===== config.mk =====
export PLATFORM = sky130hd
export DESIGN_NAME = rgb_colour_encoder
export DESIGN_NICKNAME = d
export VERILOG_FILES = /design/src/rtl/colour_pkg.sv /design/src/rtl/rgb_channel_quant.sv /design/src/rtl/rgb_colour_encoder.sv
export SDC_FILE = /design/constraint.sdc
export NUM_CORES = 1
export LEC_CHECK = 0
export CORE_MARGIN = 2
export CORE_UTILIZATION = 40
export CTS_BUF_LIST = sky130_fd_sc_hd__clkbuf_8 sky130_fd_sc_hd__clkbuf_16
export DETAILED_ROUTE_END_ITERATION = 7
export HOLD_SLACK_MARGIN = 0.08
export PLACE_DENSITY = 0.77
export SLEW_MARGIN = 15
export SYNTH_ARGS = -nofsm -noshare
export SYNTH_HDL_FRONTEND = slang
export SYNTH_SLANG_ARGS = --single-unit

===== constraint.sdc =====
create_clock -name clk -period 2.05 [get_ports clk]
set_clock_uncertainty 0.1 [all_clocks]
set_input_delay 0.41 -clock clk [delete_from_list [all_inputs] [get_ports clk]]
set_output_delay 0.41 -clock clk [all_outputs]
set_load 0.01 [all_outputs]

===== src/rtl/colour_pkg.sv =====
// Shared colour definitions for the RGB <-> 3-bit colour code converters.
`timescale 1ns/1ps
package colour_pkg;

    localparam int unsigned CHAN_W   = 8;
    localparam int unsigned RGB_W    = 3 * CHAN_W;
    localparam int unsigned COLOUR_W = 3;

    // Bit positions of each channel inside a colour code
    localparam int unsigned RED   = 2;
    localparam int unsigned GREEN = 1;
    localparam int unsigned BLUE  = 0;

    // Channel slice ranges inside a 24-bit {R,G,B} pixel
    localparam int unsigned R_HI = 23;
    localparam int unsigned R_LO = 16;
    localparam int unsigned G_HI = 15;
    localparam int unsigned G_LO = 8;
    localparam int unsigned B_HI = 7;
    localparam int unsigned B_LO = 0;

    typedef logic [COLOUR_W-1:0] colour_t;
    typedef logic [CHAN_W-1:0]   chan_t;
    typedef logic [RGB_W-1:0]    rgb_t;

    localparam colour_t COL_BLACK   = 3'b000;
    localparam colour_t COL_BLUE    = 3'b001;
    localparam colour_t COL_GREEN   = 3'b010;
    localparam colour_t COL_CYAN    = 3'b011;
    localparam colour_t COL_RED     = 3'b100;
    localparam colour_t COL_MAGENTA = 3'b101;
    localparam colour_t COL_YELLOW  = 3'b110;
    localparam colour_t COL_WHITE   = 3'b111;

    localparam chan_t CHAN_ZERO = 8'h00;
    localparam chan_t CHAN_FULL = 8'hFF;

endpackage


===== src/rtl/rgb_channel_quant.sv =====
// Quantises one 8-bit colour channel to a single bit and flags pure 00/FF values.
`timescale 1ns/1ps
module rgb_channel_quant
    import colour_pkg::*;
#(
    parameter chan_t THRESH = 8'h80
) (
    input  logic [CHAN_W-1:0] chan,
    output logic              q_c,
    output logic              pure_c
);

    // Unsigned threshold compare; a zero threshold maps every value to 1
    always_comb begin
        q_c    = (chan >= THRESH);
        pure_c = (chan == CHAN_ZERO) || (chan == CHAN_FULL);
    end

endmodule


===== src/rtl/rgb_colour_encoder.sv =====
// 24-bit RGB pixel to 3-bit colour code, 2-stage valid/ready pipeline with
// a saturating count of emitted pixels that were not pure 00/FF per channel.
`timescale 1ns/1ps
module rgb_colour_encoder
    import colour_pkg::*;
#(
    parameter chan_t       THRESH = 8'h80,
    parameter int unsigned CNT_W  = 8
) (
    input  logic                clk,
    input  logic                rst,
    input  logic                enable,
    input  logic                in_valid,
    output logic                in_ready,
    input  logic [RGB_W-1:0]    in_rgb,
    output logic                out_valid,
    input  logic                out_ready,
    output logic [COLOUR_W-1:0] out_colour,
    output logic                out_exact,
    output logic [CNT_W-1:0]    inexact_cnt
);

    logic                s1_valid_q, s1_valid_d;
    logic [RGB_W-1:0]    s1_rgb_q,   s1_rgb_d;
    logic                out_valid_q,  out_valid_d;
    logic [COLOUR_W-1:0] out_colour_q, out_colour_d;
    logic                out_exact_q,  out_exact_d;
    logic [CNT_W-1:0]    cnt_q,        cnt_d;

    logic s2_adv_c, s1_adv_c, accept_c, xfer_c;
    logic q_r_c, q_g_c, q_b_c;
    logic pure_r_c, pure_g_c, pure_b_c;
    logic [COLOUR_W-1:0] colour_c;

    // Per-channel quantisers on the stage-1 pixel
    rgb_channel_quant #(.THRESH(THRESH)) u_quant_r (
        .chan   (s1_rgb_q[R_HI:R_LO]),
        .q_c    (q_r_c),
        .pure_c (pure_r_c)
    );

    rgb_channel_quant #(.THRESH(THRESH)) u_quant_g (
        .chan   (s1_rgb_q[G_HI:G_LO]),
        .q_c    (q_g_c),
        .pure_c (pure_g_c)
    );

    rgb_channel_quant #(.THRESH(THRESH)) u_quant_b (
        .chan   (s1_rgb_q[B_HI:B_LO]),
        .q_c    (q_b_c),
        .pure_c (pure_b_c)
    );

    // Assemble the colour code from the channel bits
    always_comb begin
        colour_c        = '0;
        colour_c[RED]   = q_r_c;
        colour_c[GREEN] = q_g_c;
        colour_c[BLUE]  = q_b_c;
    end

    // Handshake control: each stage advances when it is empty or its consumer advances
    always_comb begin
        s2_adv_c = enable && (!out_valid_q || out_ready);
        s1_adv_c = enable && (!s1_valid_q || s2_adv_c);
        accept_c = in_valid && s1_adv_c;
        xfer_c   = out_valid_q && out_ready && enable;
    end

    // Next-state for both pipeline stages and the inexact counter
    always_comb begin
        s1_valid_d   = s1_valid_q;
        s1_rgb_d     = s1_rgb_q;
        out_valid_d  = out_valid_q;
        out_colour_d = out_colour_q;
        out_exact_d  = out_exact_q;
        cnt_d        = cnt_q;

        if (s1_adv_c) begin
            s1_valid_d = accept_c;
            if (accept_c) begin
                s1_rgb_d = in_rgb;
            end
        end

        if (s2_adv_c) begin
            if (s1_valid_q) begin
                out_valid_d  = 1'b1;
                out_colour_d = colour_c;
                out_exact_d  = pure_r_c && pure_g_c && pure_b_c;
            end else begin
                out_valid_d  = 1'b0;
            end
        end

        // Saturate rather than wrap
        if (xfer_c && !out_exact_q && (cnt_q != {CNT_W{1'b1}})) begin
            cnt_d = cnt_q + CNT_W'(1);
        end
    end

    // State registers with synchronous reset; in-flight pixels are discarded
    always_ff @(posedge clk) begin
        if (rst) begin
            s1_valid_q   <= 1'b0;
            s1_rgb_q     <= '0;
            out_valid_q  <= 1'b0;
            out_colour_q <= '0;
            out_exact_q  <= 1'b0;
            cnt_q        <= '0;
        end else begin
            s1_valid_q   <= s1_valid_d;
            s1_rgb_q     <= s1_rgb_d;
            out_valid_q  <= out_valid_d;
            out_colour_q <= out_colour_d;
            out_exact_q  <= out_exact_d;
            cnt_q        <= cnt_d;
        end
    end

    assign in_ready    = s1_adv_c;
    assign out_valid   = out_valid_q;
    assign out_colour  = out_colour_q;
    assign out_exact   = out_exact_q;
    assign inexact_cnt = cnt_q;

endmodule


== Word-level counts from Yosys, hierarchy flattened ==
Index checks and enable logic that the tools add are counted.

* Output and inout bits: 14
* Register bits: 38
* Bits of input ports: 29

* $lt $le $gt $ge: 3
* Mux-type cells: 1
* Add/sub/neg operators: 1
* Reduce and logical (&&, ||, !) cells: 22
* Equal/unequal tests: 4

{| class="wikitable"
|+ Operator list
! operator !! count
|-
| $eq A8 B8 Y1 const B || 3
|-
| $ge A8 B8 Y1 const B || 3
|-
| $logic_not A8 Y1 || 3
|-
| $logic_and A1 B1 Y1 || 9
|-
| $add A8 B1 Y8 const B || 1
|-
| $ne A8 B8 Y1 const B || 1
|-
| $logic_or A1 B1 Y1 || 5
|-
| $reduce_and A2 Y1 || 2
|-
| $logic_not A1 Y1 || 3
|-
| $mux W1 || 1
|}

== Longest topological paths before layout ==
* Word-level depth: 7
* Mapped depth: 6
* Depth with buffers taken out: 5

== By module ==
From an unflattened synthesis, not the netlist that was laid out.

* Cells, all modules: 199
* Area total of the unflattened synthesis: 1620.3 µm²

{| class="wikitable"
|+ Modules (own cells, without submodules)
! module !! area each (µm²) !! cells each !! times used
|-
| rgb_colour_encoder || 1496.4 || 178 || 1
|-
| rgb_channel_quant || 41.3 || 7 || 3
|}

== Least setup slack after synthesis ==
Ideal clock, no wire load.

* Path type: reg2reg
* Start point: register cnt_q[0], in the netlist inexact_cnt[0]
* End point: register cnt_q[7], in the netlist inexact_cnt[7]
* Path slack: 0.461 ns
* Period minus slack after synthesis: 1.589 ns
* Stages on the path, launching flop included: 6
* Data required time: 1.880 ns
* Arrival: 1.419 ns
* Path buffers: 0
* Path through: dfxtp_1 > ha_1 > nand4_1 > o21ai_4 > or4_1 > a21oi_1

* Longest elaborated chain between the ends: 2
* Elaborated cells between the ends (all ways): 3
* Classes of those cells: 1 x add/sub; 1 x eq/ne; 1 x reduce/logical

{| class="wikitable"
|+ Ends and longest elaborated chain
! item !! RTL line !! source
|-
| start, declared || rgb_colour_encoder.sv:28 || <nowiki>logic [CNT_W-1:0] cnt_q, cnt_d;</nowiki>
|-
| start signal, assigned || rgb_colour_encoder.sv:117 || <nowiki>cnt_q <= cnt_d;</nowiki>
|-
| branches (longest 2 deep; another with $add A8 B1 Y8) || - ||
|}

Parallel ways; which one is timed is not known.
A chain may end at the register's enable or synchronous reset.

== Worst setup path after layout ==
* Start point: input port out_ready
* End point: output port in_ready

* Longest elaborated chain between the ends: 4

{| class="wikitable"
|+ Ends and longest elaborated chain
! item !! RTL line !! source
|-
| start, declared || rgb_colour_encoder.sv:17 || <nowiki>input logic out_ready,</nowiki>
|-
| $logic_or A1 B1 Y1 || rgb_colour_encoder.sv:64 || <nowiki>s2_adv_c = enable && (!out_valid_q || out_ready);</nowiki>
|-
| $logic_and A1 B1 Y1 || rgb_colour_encoder.sv:64 ||
|-
| $logic_or A1 B1 Y1 || rgb_colour_encoder.sv:65 || <nowiki>s1_adv_c = enable && (!s1_valid_q || s2_adv_c);</nowiki>
|-
| $logic_and A1 B1 Y1 || rgb_colour_encoder.sv:65 ||
|-
| end, declared || rgb_colour_encoder.sv:14 || <nowiki>output logic in_ready,</nowiki>
|}

Every way passes these cells.

==> results.cfg <==
[cts]
clock_path_buffers = 2
clk-insertion-delay-late_ps = 290
tritoncts = yes
cts_buffers = 5
ctsRootBufferMaster = clkbuf_8
holdBufCountCts = 0
postCtsSetupBuffers = 0
path_clk_slew_ps = 70
cts_htree_levels = 2
cts_resized = 1
clock_sinks = 38

[timing]
hold_viol_final = 0
setup_violations = 0
max_freq_mhz = 506
maxSlewHeadroom_pct = 71.2
slew_violations = 0
worst_pin_slew_ps = 432
period_needed_ps = 1980
hold_slack_ps = 374
fin_crit_sh_pct = 96.5
fin_ws_ps = 72.1
rsz0062_at_grt = no

[place]
gp_routability_congestion = 0.769
placed_cells = 286
dp_slack_ps = -135
place_hpwl_um = 2440
placement.cell_area_mm2 = 0.00211
portBuffers = 42

[floorplanning]
start_util_pct = 42.2
num_rows = 22
die_h_um = 66.6
die_x_um = 66.6
pin_count = 43
core_area_mm2 = 0.00372
die_area_mm2 = 0.00443

[yosys]
synth_area_per_cell_um2 = 8.07
post-synth-top-area-fraction_pct = 48.6
synth_area_leaders = dfxtp_1 (49%), nand2_1 (13%), a21oi_1 (11%), nand4_1 (3.2%), nor2_1 (2.6%)
synth_async_sr_flop_share_pct = 0
ys_types = 32
yosysTopAreaCell = dfxtp_1
postSynthCellCount = 194
yosysSeqAreaShare_pct = 48.6
synth-edff-count = 0
muxShareOfSynthArea_pct = 2.56
synth_xor_area_share_pct = 1.12
synthFlopType = dfxtp_1
ys_ff_latch = 38
ys_warn_count = 0
syn_nets = 224
synth_compound_area_share_pct = 15.3
mappedNetlistArea_mm2 = 0.00157
synth_simple_gate_area_share_pct = 28.6
synth_fa_ha_area_share_pct = 0.799
synth_top_family_by_area = simple AND/OR/NAND/NOR gates

[power]
leakage_uw = 0.000779
p_per_area_mw_per_mm2 = 705
ir_worst_vdd_uv = 325

[global_routing]
grt_start_max_net_pins = 25
antenna_found_initial = 0
overflow = 0
grt_pass1_wl_um = 5390
first_global_vias = 1231
gr-usage-all-layers_pct = 16.1

[layout]
antenna-diode-count = 0
final_common_cell = nand2_1
utilization_pct = 59.7
drive_gt1_share_pct = 10.2
nets = 275
layout_common_cells = nand2_1 (53), clkdlybuf4s50_1 (41), dfxtp_1 (38)
postLayoutCellArea_mm2 = 0.00222
fin_cells = 294
syn_to_final_growth_pct = 41.6

[hold_path]
hp-class = register to register
hold_depth = 2

[detailed_routing]
antenna_left = 0
vias = 1476
wl_um = 3360
first_pass_iters = 4
wire_per_inst_um = 11.4
drc = 0
vias_per_cell = 5.02
drt_iter0_markers = 64

[setup_path]
worstSetupPathType = primary input to output port
r2r_cells = 7
cp.arrival_ps = 1470
path_max_fanout = 2
crit_required_ps = 1540
start_kind = primary input
critPathCaptureType = output port

[run_status]
status = completed

[run]
max-cap-violations = 0
-- sequential cells by signal (all words and copies together), names as in the netlist --
| register | flops |
|---|---|
| out_valid | 1 |
| out_exact | 1 |
| inexact_cnt | 8 |
| s1_rgb_q | 24 |
| out_colour | 3 |
| s1_valid_q | 1 |
-- worst paths after layout --
kind	to	slack, ps	from
setup / recovery	in_ready	70	out_ready
hold / removal	s1_rgb_q[11]	370	s1_rgb_q[11]
setup reg to reg	inexact_cnt[1]	310	inexact_cnt[0]
hold reg to reg	s1_rgb_q[11]	370	s1_rgb_q[11]
-- synth_stat cells (all sizes together) (2+ instances only) --
library cell	count
nand3	3
a21oi	34
o31ai	2
inv	3
mux2i	4
buf	3
nor4	6
nand2	53
dfxtp	38
nor2	11
o21ai	4
clkbuf	6
nand4	8
or3	2
xor2	2
and3	2
and4b	2
or4	2
-- per-layer routing --
metal,up-vias,GRT usage [%],share of wire (%)
met5,-,0,0
met3,6,4.73,4.7
met4,0,6.12,1.6
met1,660,21.5,48
li1,775,-,-
met2,35,24.4,46
-- report_power, final --
group	internal, uW	leakage (uW)	switching (uW)
sequential	762	0.000309	19.2
clock	362	0.0000504	264
combinational	90.6	0.000419	64.9
-- area by class of cell --
cell class | instances | area (um2)
clock buffer | 5 | 68.8
clock inverter | 3 | 45.0
fill | 345 | 1500
inverter | 3 | 11.3
multi-input combinational | 144 | 758
sequential | 38 | 761
tap | 48 | 60.1
timing repair buffer | 53 | 514
-- worst max-delay path, cell delays in order --
cell	delay, ps
clkdlybuf4s50_1	420
nand3b_1	170
and2_2	190
dlygate4sd2_1	270
-- cell families (layout without fill, tap and decap cells) --
| kind of cell | count (synthesis) | count (layout) |
|---|---|---|
| simple gates | 94 | 94 |
| compound gates | 43 | 43 |
| flops | 38 | 38 |
| buf+inv | 12 | 64 |
| mux | 4 | 4 |
| xor+xnor | 2 | 2 |
| fa+ha+maj | 1 | 1 |
-- through the flow --
stage | TNS (ps) | power [uW]
floorplan | 0 | 866
CTS | 0 | 1580
global placement | -144 | 954
global route | 0 | 1630
finish | 0 | 1560
detailed placement | -247 | 956
Note: power is estimated with default switching activity, not from simulation.
